--- src/rtl/iq_pkg.sv ---
`default_nettype none
// ---------------------------------------------------------------------------
// iq_pkg : shared widths, types and helpers for the instruction fetch queue
// Revision: 1.0
// ---------------------------------------------------------------------------
package iq_pkg;

  localparam int INST_W_DEF = 32;
  localparam int DEPTH_DEF  = 64;

  // Ceiling log2, usable in constant expressions; clog2(1) = 0.
  function automatic int clog2(input int value);
    int r;
    r = 0;
    for (int i = 0; i < 31; i++) begin
      if ((1 << i) < value) r = i + 1;
    end
    return r;
  endfunction

  localparam int PTR_W_DEF = clog2(DEPTH_DEF);
  localparam int CNT_W_DEF = PTR_W_DEF + 1;

  typedef logic [0:INST_W_DEF-1] inst_t;

endpackage
`default_nettype wire

--- src/rtl/iq_storage.sv ---
`default_nettype none
// ---------------------------------------------------------------------------
// iq_storage : DEPTH x INST_W register array, FETCH_W wrapped write ports and
//              ISSUE_W wrapped read ports at consecutive addresses
// Revision: 1.0
// ---------------------------------------------------------------------------
module iq_storage
  import iq_pkg::*;
#(
  parameter int DEPTH   = DEPTH_DEF,
  parameter int FETCH_W = 2,
  parameter int ISSUE_W = 2,
  parameter int INST_W  = INST_W_DEF
) (
  input  logic                         clk,
  input  logic [clog2(DEPTH)-1:0]      wr_ptr,
  input  logic [FETCH_W-1:0]           wr_en,
  input  logic [0:FETCH_W*INST_W-1]    wr_data,
  input  logic [clog2(DEPTH)-1:0]      rd_ptr,
  output logic [0:ISSUE_W*INST_W-1]    rd_data
);

  localparam int PTR_W = clog2(DEPTH);

  logic [0:INST_W-1] mem [DEPTH];

  // Port addresses wrap naturally because DEPTH is a power of two.
  always_ff @(posedge clk) begin
    for (int k = 0; k < FETCH_W; k++) begin
      if (wr_en[k]) mem[wr_ptr + PTR_W'(k)] <= wr_data[k*INST_W +: INST_W];
    end
  end

  for (genvar k = 0; k < ISSUE_W; k++) begin : g_rd
    assign rd_data[k*INST_W +: INST_W] = mem[rd_ptr + PTR_W'(k)];
  end

endmodule
`default_nettype wire

--- src/rtl/inst_queue.sv ---
`default_nettype none
// ---------------------------------------------------------------------------
// inst_queue : multi-write / multi-issue instruction fetch queue with flush
//              and occupancy tracking. Optional macro IQ_BYPASS_EN enables
//              same-cycle bypass of fetch data into an empty queue.
// Revision: 1.0
// ---------------------------------------------------------------------------
module inst_queue
  import iq_pkg::*;
#(
  parameter int DEPTH   = DEPTH_DEF,
  parameter int FETCH_W = 2,
  parameter int ISSUE_W = 2,
  parameter int INST_W  = INST_W_DEF
) (
  input  logic                           clk,
  input  logic                           rst,
  input  logic                           flush,
  input  logic [clog2(FETCH_W+1)-1:0]    fetchCnt,
  input  logic [0:FETCH_W*INST_W-1]      fetchData,
  output logic                           fetchReady,
  output logic [ISSUE_W-1:0]             issueValid,
  output logic [0:ISSUE_W*INST_W-1]      issueInst,
  input  logic [clog2(ISSUE_W+1)-1:0]    issueTake,
  output logic [clog2(DEPTH):0]          count
);

  localparam int PTR_W  = clog2(DEPTH);
  localparam int CNT_W  = PTR_W + 1;
  localparam int FCNT_W = clog2(FETCH_W + 1);
  localparam logic [CNT_W-1:0] READY_MAX = CNT_W'(DEPTH - FETCH_W);

  logic [PTR_W-1:0]          head;
  logic [PTR_W-1:0]          tail;
  logic                      accept;
  logic                      bypass;
  logic [CNT_W-1:0]          written;
  logic [CNT_W-1:0]          avail;
  logic [CNT_W-1:0]          take;
  logic [CNT_W-1:0]          eff;
  logic [FETCH_W-1:0]        wr_en;
  logic [0:ISSUE_W*INST_W-1] rd_data;

  // Ready looks at registered occupancy only, never at this cycle's take.
  assign fetchReady = (count <= READY_MAX);
  assign accept     = (fetchCnt != '0) && fetchReady;
  assign written    = accept ? CNT_W'(fetchCnt) : '0;

`ifdef IQ_BYPASS_EN
  assign bypass = accept && (count == '0);
`else
  assign bypass = 1'b0;
`endif

  assign avail = bypass ? written : count;
  assign take  = CNT_W'(issueTake);
  assign eff   = (take > avail) ? avail : take;

  for (genvar k = 0; k < FETCH_W; k++) begin : g_wen
    assign wr_en[k] = accept && (FCNT_W'(k) < fetchCnt);
  end

  iq_storage #(
    .DEPTH   (DEPTH),
    .FETCH_W (FETCH_W),
    .ISSUE_W (ISSUE_W),
    .INST_W  (INST_W)
  ) u_storage (
    .clk     (clk),
    .wr_ptr  (tail),
    .wr_en   (wr_en),
    .wr_data (fetchData),
    .rd_ptr  (head),
    .rd_data (rd_data)
  );

  // A bypassed group is stored whole and head skips its taken part, which
  // leaves the same live entries as storing only the untaken remainder.
  always_ff @(posedge clk) begin
    if (rst || flush) begin
      head  <= '0;
      tail  <= '0;
      count <= '0;
    end else begin
      head  <= head + PTR_W'(eff);
      tail  <= tail + PTR_W'(written);
      count <= count + written - eff;
    end
  end

  always_comb begin
    issueValid = '0;
    issueInst  = '0;
    for (int k = 0; k < ISSUE_W; k++) begin
      if (CNT_W'(k) < count) begin
        issueValid[k]                  = 1'b1;
        issueInst[k*INST_W +: INST_W]  = rd_data[k*INST_W +: INST_W];
      end
    end
`ifdef IQ_BYPASS_EN
    if (bypass) begin
      for (int k = 0; k < ISSUE_W && k < FETCH_W; k++) begin
        if (FCNT_W'(k) < fetchCnt) begin
          issueValid[k]                 = 1'b1;
          issueInst[k*INST_W +: INST_W] = fetchData[k*INST_W +: INST_W];
        end
      end
    end
`endif
  end

endmodule
`default_nettype wire
--- config.mk ---
export PLATFORM = sky130hd
export DESIGN_NAME = inst_queue
export DESIGN_NICKNAME = d
export VERILOG_FILES = /design/src/rtl/iq_pkg.sv /design/src/rtl/iq_storage.sv /design/src/rtl/inst_queue.sv
export SDC_FILE = /design/constraint.sdc
export NUM_CORES = 2
export LEC_CHECK = 0
export ABC_AREA = 0
export BUFFER_PORTS_ARGS = -buffer_cell sky130_fd_sc_hd__buf_4
export CORE_ASPECT_RATIO = 0.7
export CORE_MARGIN = 1.5
export CORE_UTILIZATION = 48
export CTS_BUF_LIST = sky130_fd_sc_hd__clkbuf_4 sky130_fd_sc_hd__clkbuf_8
export DETAILED_ROUTE_END_ITERATION = 12
export SLEW_MARGIN = 25
export SYNTH_ARGS = -nofsm -noshare
export SYNTH_HDL_FRONTEND = slang
export SYNTH_SLANG_ARGS = --single-unit
--- constraint.sdc ---
create_clock -name clk -period 5.55 [get_ports clk]
set_input_delay 0.555 -clock clk [delete_from_list [all_inputs] [get_ports clk]]
set_output_delay 0.555 -clock clk [all_outputs]
set_load 0.02 [all_outputs]
==> run summary <==
Max-Cap Viols -> 0
Detailed Place HPWL -> 277 mm
Worst-Skew Late Latency -> 1.03 ns
Die Y -> 425 um
Synthesized net count -> 7463
Clock power frac -> 28.3%
Failing checks -> negative setup slack
Via-to-Cell Ratio -> 7.42
Pre-CTS WS -> 0.799 ns
WP data arrival -> 5.13 ns
Total Power -> 0.0486 W
Fin nets -> 7303
# rows -> 154
Core area -> 252000 um^2
I/O Pins -> 145
Number of global-route vias before repair -> 76517
Slew Viols, Final -> 0
Final Hold Slack -> 0.103 ns
CTS tree -> done
Crit Reg-Reg Endpoint -> u_storage.mem[31][10]
Worst path required time -> 4.99 ns
Area of the mapped netlist -> 122000 um^2
Commonest non-fill, non-tap cells in the layout -> 2048 x edfxtp_1, 2042 x mux2_2, 1088 x mux4_2
1st-iter DRT viols -> 14158
R2r startpoint -> count[6]
Final Hold Viols -> 0
Fin worst setup slack -> -0.131 ns
Critical path endpoint category -> primary output
Maximum clock path buffer count -> 4
Synth warnings -> 0
Pwr dens -> 363 nW/um^2
Worst-Margin Slew -> 1.17 ns
Final Routed Wirelength -> 476 mm
Mean Syn Cell Area -> 16.6 um^2
Seq/Total Area, Yosys -> 50.7%
CP Class -> reg -> out
CP Launch Type -> flop
Hold endpoint -> head[1]
Register area -> 61900 um^2
# DRC -> 0
Number of synthesized flops with an enable pin -> 2048
Area grow syn2layout -> 9.80%
Post-synthesis async set-or-reset flop share -> 0%
Min Clock Period, post-route -> 5.68 ns
Pin count of the biggest net entering global routing -> 115
Final period util -> 102%
Outcome -> finished, violations left
Worst-path clk slew -> 0.07 ns
Wirelength per Cell -> 43.9 um
DRT antenna net count -> 0
Yosys cell types -> 69
Internal power -> 0.0319 W
Internal reg-to-reg setup slack -> 1.08 ns
Post-Synthesis Cells -> 7366
Switching share of power -> 34.4%
Top FF cell, synth -> edfxtp_1
Static leakage -> 41.2 nW
1st-pass router iterations -> 9
Start point of the critical path -> head[3]
Rel. slew slack -> 21.9%
I/O Buffers -> 144
Worst Path Max Fanout -> 40
Logic gate share of total power -> 35.5%
Setup Skew -> 0.0570 ns
R2R depth -> 9
Synth Register Bits -> 2067
Filler cell count -> 20381
Worst Hold Class -> in -> reg
Min-delay src -> issueTake[1]
RSZ-0062 raised after global routing -> no
Global-route wire length before repair -> 650 mm
Multi-input gate area -> 56400 um^2
Gpl congestion -> 0.939
Most common cell after layout, fill and taps aside -> edfxtp_1
Die ar. -> 257000 um^2
P_sw -> 0.0167 W
Peak VDD IR -> 264 uV
Final setup fails -> 6
Initial antenna violation count -> 53
# H-tree levels -> 5
Sink Count -> 2067
Hold Path Cell Cnt -> 4
Clk root buf -> clkbuf_8
Reg power frac -> 36.2%
All-layer global routing usage -> 36.6%
Die Wd -> 606 um
Share of layout cells above drive strength 1 -> 58.3%
Vias post-DR -> 80430
Global route total overflow -> 0
CTS Buf Count -> 350
Initial Utilization -> 48.4%
Max Clock Freq -> 176 MHz
[worst max path at each step]
| stage | endpoint | slack [ns] | cells after the start |
|---|---|---|---|
| 2_1_floorplan | u_storage.mem[5][0] | 0.80 | 8 |
| 3_3_place_gp | issueInst[41] | 0.70 | 9 |
| 3_5_place_dp | issueInst[37] | 0.80 | 7 |
| 4_1_cts | issueInst[37] | 0.05 | 9 |
| 5_1_grt | issueInst[58] | 0.005 | 9 |
| 6_report | issueInst[41] | -0.13 | 7 |
[per-layer routing]
layer	up-vias	global-route usage, %	wire length (um)
li1	29966	-	-
met1	42994	52.2	185000
met2	6495	51.3	201000
met3	957	13.6	71100
met4	18	12.8	18600
met5	-	0	119
[per-stage QoR]
step	util (%)	TNS, ns	cell area (um^2)	instances
floorplan	-	0	122000	7366
global placement	50.3	0	127000	10179
detailed placement	50.3	0	127000	10181
CTS	53.0	0	134000	10801
global route	53.1	0	134000	10825
finish	53.1	-0.428	134000	10839
[sequential cells by signal, summed over array words and instances (netlist names)]
signal         flops
head               6
tail               6
count              7
u_storage.mem   2048
[kinds of logic (layout without fill, tap and decap cells)]
logic type                 after synthesis  in the layout  share of synthesized area (%)
muxes                                 3282           3282                           40.2
and+or+nand+nor                        393            393                           1.70
adders and majority gates               26             26                          0.291
DFF                                   2067           2067                           50.7
other                                    1             22                        0.00307
buffers and inverters                 1061           1159                           3.99
xor gates and xnor gates                18             18                          0.142
AOI/OAI and AO/OA                      518            518                           2.92
[power groups by stage]
stage / Sequential (W) / Clock (W) / Combinational, W
after floorplan: 0.0179 / 0 / 0.0105
after global placement: 0.0180 / 0 / 0.0166
after detailed placement: 0.0180 / 0 / 0.0167
after CTS: 0.0176 / 0.0138 / 0.0168
after global routing: 0.0176 / 0.0144 / 0.0178
final: 0.0176 / 0.0138 / 0.0173
[layout make-up]
class                      instances  share of cell area, %
sequential                      2067                   46.2
multi-input combinational       4238                   42.1
clock buffer                     472                   4.31
timing repair buffer             531                   3.63
tap                             3354                   3.13
clock inverter                   138                  0.571
inverter                          18                 0.0504
antenna                           21                 0.0392
[critical path: stages (launching register included)]
cell and delay (ns):
dfxtp_4 0.53, buf_4 0.64, o32ai_4 0.45, buf_12 0.36, a222oi_1 0.87, a21oi_1 0.32
or4_1 0.65, buf_4 0.24
[cells in the mapped netlist, drive strengths merged, types with 5 or more instances]
master	instances	area share [%]
a222oi	120	0.98
clkbuf	514	1.6
xor2	6	0.043
buf	529	2.4
ha	22	0.23
o211ai	34	0.21
nor2b	43	0.22
nand3	21	0.086
or4	28	0.17
or2	5	0.026
o22ai	23	0.12
o21ai	86	0.36
o21bai	29	0.18
inv	17	0.052
mux2	2084	19
mux2i	110	0.91
and3	10	0.051
nor2	60	0.26
a22oi	33	0.20
xnor2	11	0.079
nand2	161	0.51
and2	32	0.17
a21oi	165	0.68
edfxtp	2048	50
nand2b	14	0.084
mux4	1088	20
dfxtp	19	0.31
[timing repair]
item,CTS,global route
resized for setup,2,6
setup buffers,5,10
hold buffers,5,0
endpoints found under the setup margin,27,9
endpoints found under the hold margin,18,0
pin swaps,2,0
Note: power is estimated with default switching activity, not from simulation.
